`src/rtl/neurocore_uart_pkg.sv`:
```
// Shared constants and helpers for the neural chip's UART command/result paths.
package neurocore_uart_pkg;

  // Transmit engine states
  localparam logic [1:0] ST_IDLE  = 2'd0;
  localparam logic [1:0] ST_START = 2'd1;
  localparam logic [1:0] ST_DATA  = 2'd2;
  localparam logic [1:0] ST_STOP  = 2'd3;

  localparam int BITS_PER_BYTE        = 8;
  localparam int BYTES_PER_WORD       = 2;
  localparam int DEFAULT_CLKS_PER_BIT = 87;  // 10 MHz / 115200 baud

  // Width of a level counter that must represent 0..depth inclusive
  function automatic int level_width(input int depth);
    return $clog2(depth) + 1;
  endfunction

endpackage

```
`src/rtl/result_fifo.sv`:
```
// Small synchronous word FIFO; shared by the result transmit path and the
// operand buffering on the receive side. Pushes while full and pops while
// empty are ignored, so the level can never wrap.
module result_fifo
  import neurocore_uart_pkg::*;
#(
  parameter int  DATA_W = 16,
  parameter int  DEPTH  = 4,
  localparam int LVL_W  = level_width(DEPTH),
  localparam int PTR_W  = $clog2(DEPTH)
) (
  input  logic              clk,
  input  logic              rst_n,
  input  logic              push,
  input  logic              pop,
  input  logic [DATA_W-1:0] din,
  output logic [DATA_W-1:0] dout,
  output logic [LVL_W-1:0]  level,
  output logic              full,
  output logic              empty
);

  logic [DATA_W-1:0] mem [DEPTH];
  logic [PTR_W-1:0]  wr_ptr;
  logic [PTR_W-1:0]  rd_ptr;
  logic              push_ok;
  logic              pop_ok;

  assign full    = (level == LVL_W'(DEPTH));
  assign empty   = (level == '0);
  assign push_ok = push && !full;
  assign pop_ok  = pop && !empty;
  assign dout    = mem[rd_ptr];

  // Pointer and level bookkeeping; pointers wrap naturally (DEPTH is a power of two)
  always_ff @(posedge clk or negedge rst_n) begin
    if (!rst_n) begin
      wr_ptr <= '0;
      rd_ptr <= '0;
      level  <= '0;
    end else begin
      if (push_ok) wr_ptr <= wr_ptr + PTR_W'(1);
      if (pop_ok)  rd_ptr <= rd_ptr + PTR_W'(1);
      case ({push_ok, pop_ok})
        2'b10:   level <= level + LVL_W'(1);
        2'b01:   level <= level - LVL_W'(1);
        default: level <= level;
      endcase
    end
  end

  // Storage array carries data only, so it is left out of reset
  always_ff @(posedge clk) begin
    if (push_ok) mem[wr_ptr] <= din;
  end

endmodule

```
`src/rtl/uart_result_tx.sv`:
```
// Result transmit path: buffers 16-bit result words and sends each one as two
// back-to-back 8N1 frames on TXD, high byte first, bits LSB first.
module uart_result_tx
  import neurocore_uart_pkg::*;
#(
  parameter int  CLKS_PER_BIT = DEFAULT_CLKS_PER_BIT,
  parameter int  WORD_W       = 16,
  parameter int  FIFO_DEPTH   = 4,
  localparam int LVL_W        = level_width(FIFO_DEPTH)
) (
  input  logic              CLK,
  input  logic              RESET,
  input  logic [WORD_W-1:0] WORD_DATA,
  input  logic              WORD_VALID,
  output logic              WORD_READY,
  output logic              TXD,
  output logic              TX_BUSY,
  output logic [LVL_W-1:0]  FIFO_LEVEL
);

  localparam int               CNT_W    = (CLKS_PER_BIT > 1) ? $clog2(CLKS_PER_BIT) : 1;
  localparam int               IDX_W    = $clog2(BITS_PER_BYTE);
  localparam logic [CNT_W-1:0] CNT_LAST = CNT_W'(CLKS_PER_BIT - 1);
  localparam logic [IDX_W-1:0] IDX_LAST = IDX_W'(BITS_PER_BYTE - 1);

  logic [1:0]               state;
  logic [CNT_W-1:0]         baud_cnt;
  logic [IDX_W-1:0]         bit_idx;
  logic [IDX_W-1:0]         nxt_idx;
  logic                     byte_sel;
  logic                     txd_q;
  logic                     baud_end;
  logic                     fifo_pop;
  logic                     fifo_full;
  logic                     fifo_empty;
  logic [WORD_W-1:0]        fifo_dout;
  logic [WORD_W-1:0]        shift_word;
  logic [BITS_PER_BYTE-1:0] cur_byte;

  result_fifo #(
    .DATA_W (WORD_W),
    .DEPTH  (FIFO_DEPTH)
  ) u_fifo (
    .clk   (CLK),
    .rst_n (RESET),
    .push  (WORD_VALID),
    .pop   (fifo_pop),
    .din   (WORD_DATA),
    .dout  (fifo_dout),
    .level (FIFO_LEVEL),
    .full  (fifo_full),
    .empty (fifo_empty)
  );

  assign baud_end = (baud_cnt == CNT_LAST);
  // A new word is taken either from idle or at the very end of the second
  // stop bit, which is what makes streaming gap-free.
  assign fifo_pop = !fifo_empty &&
                    ((state == ST_IDLE) || ((state == ST_STOP) && baud_end && byte_sel));
  assign cur_byte = byte_sel ? shift_word[BITS_PER_BYTE-1:0]
                             : shift_word[WORD_W-1 -: BITS_PER_BYTE];
  assign nxt_idx  = bit_idx + IDX_W'(1);

  assign WORD_READY = !fifo_full;
  assign TXD        = txd_q;
  assign TX_BUSY    = (state != ST_IDLE) || !fifo_empty;

  // Frame engine: TXD is registered and changes on the same edge as the state
  always_ff @(posedge CLK or negedge RESET) begin
    if (!RESET) begin
      state    <= ST_IDLE;
      baud_cnt <= '0;
      bit_idx  <= '0;
      byte_sel <= 1'b0;
      txd_q    <= 1'b1;
    end else begin
      if ((state == ST_IDLE) || baud_end) baud_cnt <= '0;
      else                                baud_cnt <= baud_cnt + CNT_W'(1);

      if (fifo_pop) begin
        state    <= ST_START;
        byte_sel <= 1'b0;
        txd_q    <= 1'b0;
      end else begin
        case (state)
          ST_START: if (baud_end) begin
            state   <= ST_DATA;
            bit_idx <= '0;
            txd_q   <= cur_byte[0];
          end
          ST_DATA: if (baud_end) begin
            if (bit_idx == IDX_LAST) begin
              state <= ST_STOP;
              txd_q <= 1'b1;
            end else begin
              bit_idx <= nxt_idx;
              txd_q   <= cur_byte[nxt_idx];
            end
          end
          ST_STOP: if (baud_end) begin
            if (!byte_sel) begin
              byte_sel <= 1'b1;
              state    <= ST_START;
              txd_q    <= 1'b0;
            end else begin
              state <= ST_IDLE;
              txd_q <= 1'b1;
            end
          end
          default: begin
            state <= ST_IDLE;
            txd_q <= 1'b1;
          end
        endcase
      end
    end
  end

  // Word being serialised; pure data, captured on every pop
  always_ff @(posedge CLK) begin
    if (fifo_pop) shift_word <= fifo_dout;
  end

endmodule

```
`config.mk`:
```
export PLATFORM = sky130hd
export DESIGN_NAME = uart_result_tx
export DESIGN_NICKNAME = d
export VERILOG_FILES = /design/src/rtl/neurocore_uart_pkg.sv /design/src/rtl/result_fifo.sv /design/src/rtl/uart_result_tx.sv
export SDC_FILE = /design/constraint.sdc
export NUM_CORES = 1
export LEC_CHECK = 0
export CORE_MARGIN = 5
export CORE_UTILIZATION = 40
export DETAILED_ROUTE_END_ITERATION = 6
export PLACE_DENSITY = 0.57
export SLEW_MARGIN = 0
export SYNTH_ARGS = -nofsm -noshare
export SYNTH_HDL_FRONTEND = slang
export SYNTH_SLANG_ARGS = --single-unit
export TNS_END_PERCENT = 5
```
`constraint.sdc`:
```
create_clock -name CLK -period 2.1 [get_ports CLK]
set_input_delay 0.42 -clock CLK [delete_from_list [all_inputs] [get_ports CLK]]
set_output_delay 0.42 -clock CLK [all_outputs]
set_load 0.05 [all_outputs]
```
==> impl_metrics.toml <==
[status]
status = "complete, no violations"

[die]
fp.coreArea_sq_um = 10200
die_w_microns = 112
start_util_pct = 40.8
num_rows = 37
die_area_sq_um = 12600
dieHeight_microns = 112
io_pins = 25

[clocking]
clockBufferDepth = 2
htree_levels = 3
cts_tree = "yes"
numCtsBuffers = 9
cts.sinks = 101
postCtsHoldBufs = 0
clk_pin_slew_ns = 0.10
clockRootBuffer = "clkbuf_8"
insertion_delay_ns = 0.36

[power]
leakagePower_nw = 1.81
p_per_area_nw_per_um2 = 1290
ir_drop_v = 0.000528
power_w = 0.00650

[finish]
areaGrowthSynthToFinish_pct = 20.8
layout.nets = 327
insertedDiodeCount = 0
final_cells = 435
post-route-util_pct = 49.3
drive_above_1_share_pct = 26.1

[logic_synthesis]
synthXorXnorAreaFrac_pct = 2.31
syn_area_per_cell_sq_um = 17.6
synth.largest_area_cell = "edfxtp_1"
netlist_instances = 237
synth_common_cells = "edfxtp_1 (80), dfrtp_1 (20), mux4_2 (17)"
yosys.area_share.simple_pct = 5.10
ys.flop_type = "edfxtp_1"
ys_warn_count = 0
synthAdderAreaFrac_pct = 4.38
syn-cell-area_sq_um = 4170
syn-num-nets = 270
synth.area.top_cells = "edfxtp_1 (58%), dfrtp_1 (12%), mux4_2 (9.2%), ha_1 (3.9%), xnor2_1 (1.3%)"
seq_area_frac_synth_pct = 70.2
ys_ff_latch = 101
synthArstFlopShare_pct = 20.8
yosysUniqueCellTypes = 39
synth.top_cell.area_share_pct = 57.6
synth_compound_area_share_pct = 4.29
synth.most_common_cell = "edfxtp_1"
synth_edf_count = 80
synth_mux_area_share_pct = 11.5
synth_top_family_by_area = "multiplexers"

[timing]
holdWs_ns = 0.408
fin_skew_ns = 0.0129
min_period_ns = 2.07
hold_viol_final = 0
slew_viol_final = 0
rsz0062_at_grt = "true"
max-slew-margin-rel_pct = 65.9
finalSetupViolations = 0
fmax_mhz = 483
period_share_pct = 98.7
worstMarginPinSlew_ns = 0.510

[routing]
drc_errors = 0
postRouteAntennaNets = 0
dr.pass1.iters = 4
vias = 2133
drtIter0Drc = 83
wl_per_cell_microns = 16.4
routed_wl_mm = 7.12
via_per_inst = 4.90

[grt]
antenna_found_initial = 0
grt_pass1_wl_mm = 11.9
grtUsageTotal_pct = 12.2
overflow = 0
grt_pass1_vias = 2308
grt_max_degree = 22

[setup_path]
crit_path_start_kind = "register"
path_buf_inv = 2
r2r_start = "state[0]"
worstPathMaxFanout = 3
worst_ep_required_time_ns = 2.35
r2r_slack_ns = 0.03
crit_arrival_ns = 2.32
worst_path_max_delay_cell = "dfrtp_1"
cp-end-kind = "register"
critPathKind = "register to register"
worstPathCellList = "inv_1, ha_1, a21oi_1, nor2_1, and2_4, ha_4, inv_2, fa_2, xor2_1, nor2_1, xor2_1"
reg2reg_depth = 11
rr_endpoint = "u_fifo.level[2]"
cpPeakStageDelay_ns = 0.41
path_delay_family = "adder cells"

[place]
dp.cells = 415
dp_hpwl_mm = 4.68
gp_congestion = 0.778
port_buffers = 24

[flow_run]
drv_cap = 0

[min_path]
holdCritPathClass = "primary input to async pin"
==> layer usage <==
metal,GRT usage (%),vias up,share of wire (%)
met5,0,-,0
met4,3.61,0,0.74
met3,3.56,5,2.8
met2,20.3,27,51
met1,15.6,1068,45
li1,-,1033,-
==> layout by cell type, fill, tap and decap left out, types with 2 or more instances in the layout <==
cell	synthesis	routed
and3_1	5	5
nor3_1	2	2
nor2_1	13	13
inv_2	0	3
mux4_2	17	17
a31oi_1	5	5
ha_1	13	12
mux2_2	2	2
buf_12	0	5
clkinv_4	0	2
dfrtp_1	20	17
inv_8	0	2
nor2b_1	2	2
nand3b_1	2	2
clkdlybuf4s50_1	0	20
xnor2_1	6	6
dfrtp_2	0	3
inv_1	13	10
clkbuf_8	0	9
and2_4	0	2
mux2i_1	5	5
nand2_1	6	6
o211ai_1	2	2
a32oi_1	2	2
xor2_1	5	5
buf_4	1	26
edfxtp_1	80	80
a21oi_1	2	2
nand2b_1	2	2
nand3_1	4	3
o2bb2ai_1	4	4
o21bai_1	4	4
and2_1	4	2
==> timing repair <==
| item | in CTS | in global routing |
|---|---|---|
| cloned | 0 | 0 |
| buffers inserted | 4 | 0 |
| pin swaps | 5 | 0 |
| gates resized for setup | 0 | 5 |
| setup endpoints to repair | 1 | 22 |
==> sequential cells by signal, indices dropped and copies added, names as in the netlist <==
register / flops
u_fifo.level: 3
byte_sel: 1
shift_word: 16
u_fifo.wr_ptr: 2
u_fifo.rd_ptr: 2
state: 2
bit_idx: 3
baud_cnt: 7
u_fifo.mem: 64
TXD: 1
==> power breakdown <==
group | switching [W] | internal, W
Sequential | 0.000186 | 0.00272
Clock | 0.000692 | 0.000450
Combinational | 0.00127 | 0.00118
==> logic make-up after synthesis <==
logic type / count (synthesis)
AOI/OAI and AO/OA: 24
adders and majority gates: 14
and+or+nand+nor: 42
DFF: 101
buffers and inverters: 20
xor gates and xnor gates: 11
muxes: 25
==> stage by stage <==
stage	area [sq um]	setup TNS (ns)	worst slack (ns)
finish	5040	0	0.0281
global route	5040	-0.641	-0.176
CTS	5030	0	0.00528
detailed placement	4820	-0.0125	-0.0125
global placement	4820	0	0.0261
floorplan	4210	-0.0867	-0.0867
==> worst max-delay path by stage <==
stage	startpoint	endpoint	slack, ns	depth (start not counted)
floorplan	baud_cnt[0]	u_fifo.level[2]	-0.09	12
global placement	WORD_VALID	u_fifo.level[2]	0.03	9
detailed placement	baud_cnt[0]	u_fifo.level[2]	-0.01	11
CTS	baud_cnt[0]	u_fifo.level[2]	0.005	11
global route	baud_cnt[0]	u_fifo.level[2]	-0.18	11
finish	state[0]	u_fifo.level[2]	0.03	11
==> cell type report <==
cell class / instances / area (sq um)
fill: 871 / 5190
sequential: 101 / 2930
multi-input combinational: 116 / 1180
timing repair buffer: 53 / 523
tap: 136 / 170
clock buffer: 9 / 124
clock inverter: 7 / 57.6
inverter: 13 / 48.8
==> worst reg2reg max path: stages (launching register included) <==
cell	delay, ns
dfrtp_1	0.41
inv_1	0.09
ha_1	0.20
a21oi_1	0.07
nor2_1	0.15
and2_4	0.18
ha_4	0.13
inv_2	0.04
fa_2	0.34
xor2_1	0.14
nor2_1	0.06
xor2_1	0.15
Power figures use the tool's default switching activity.
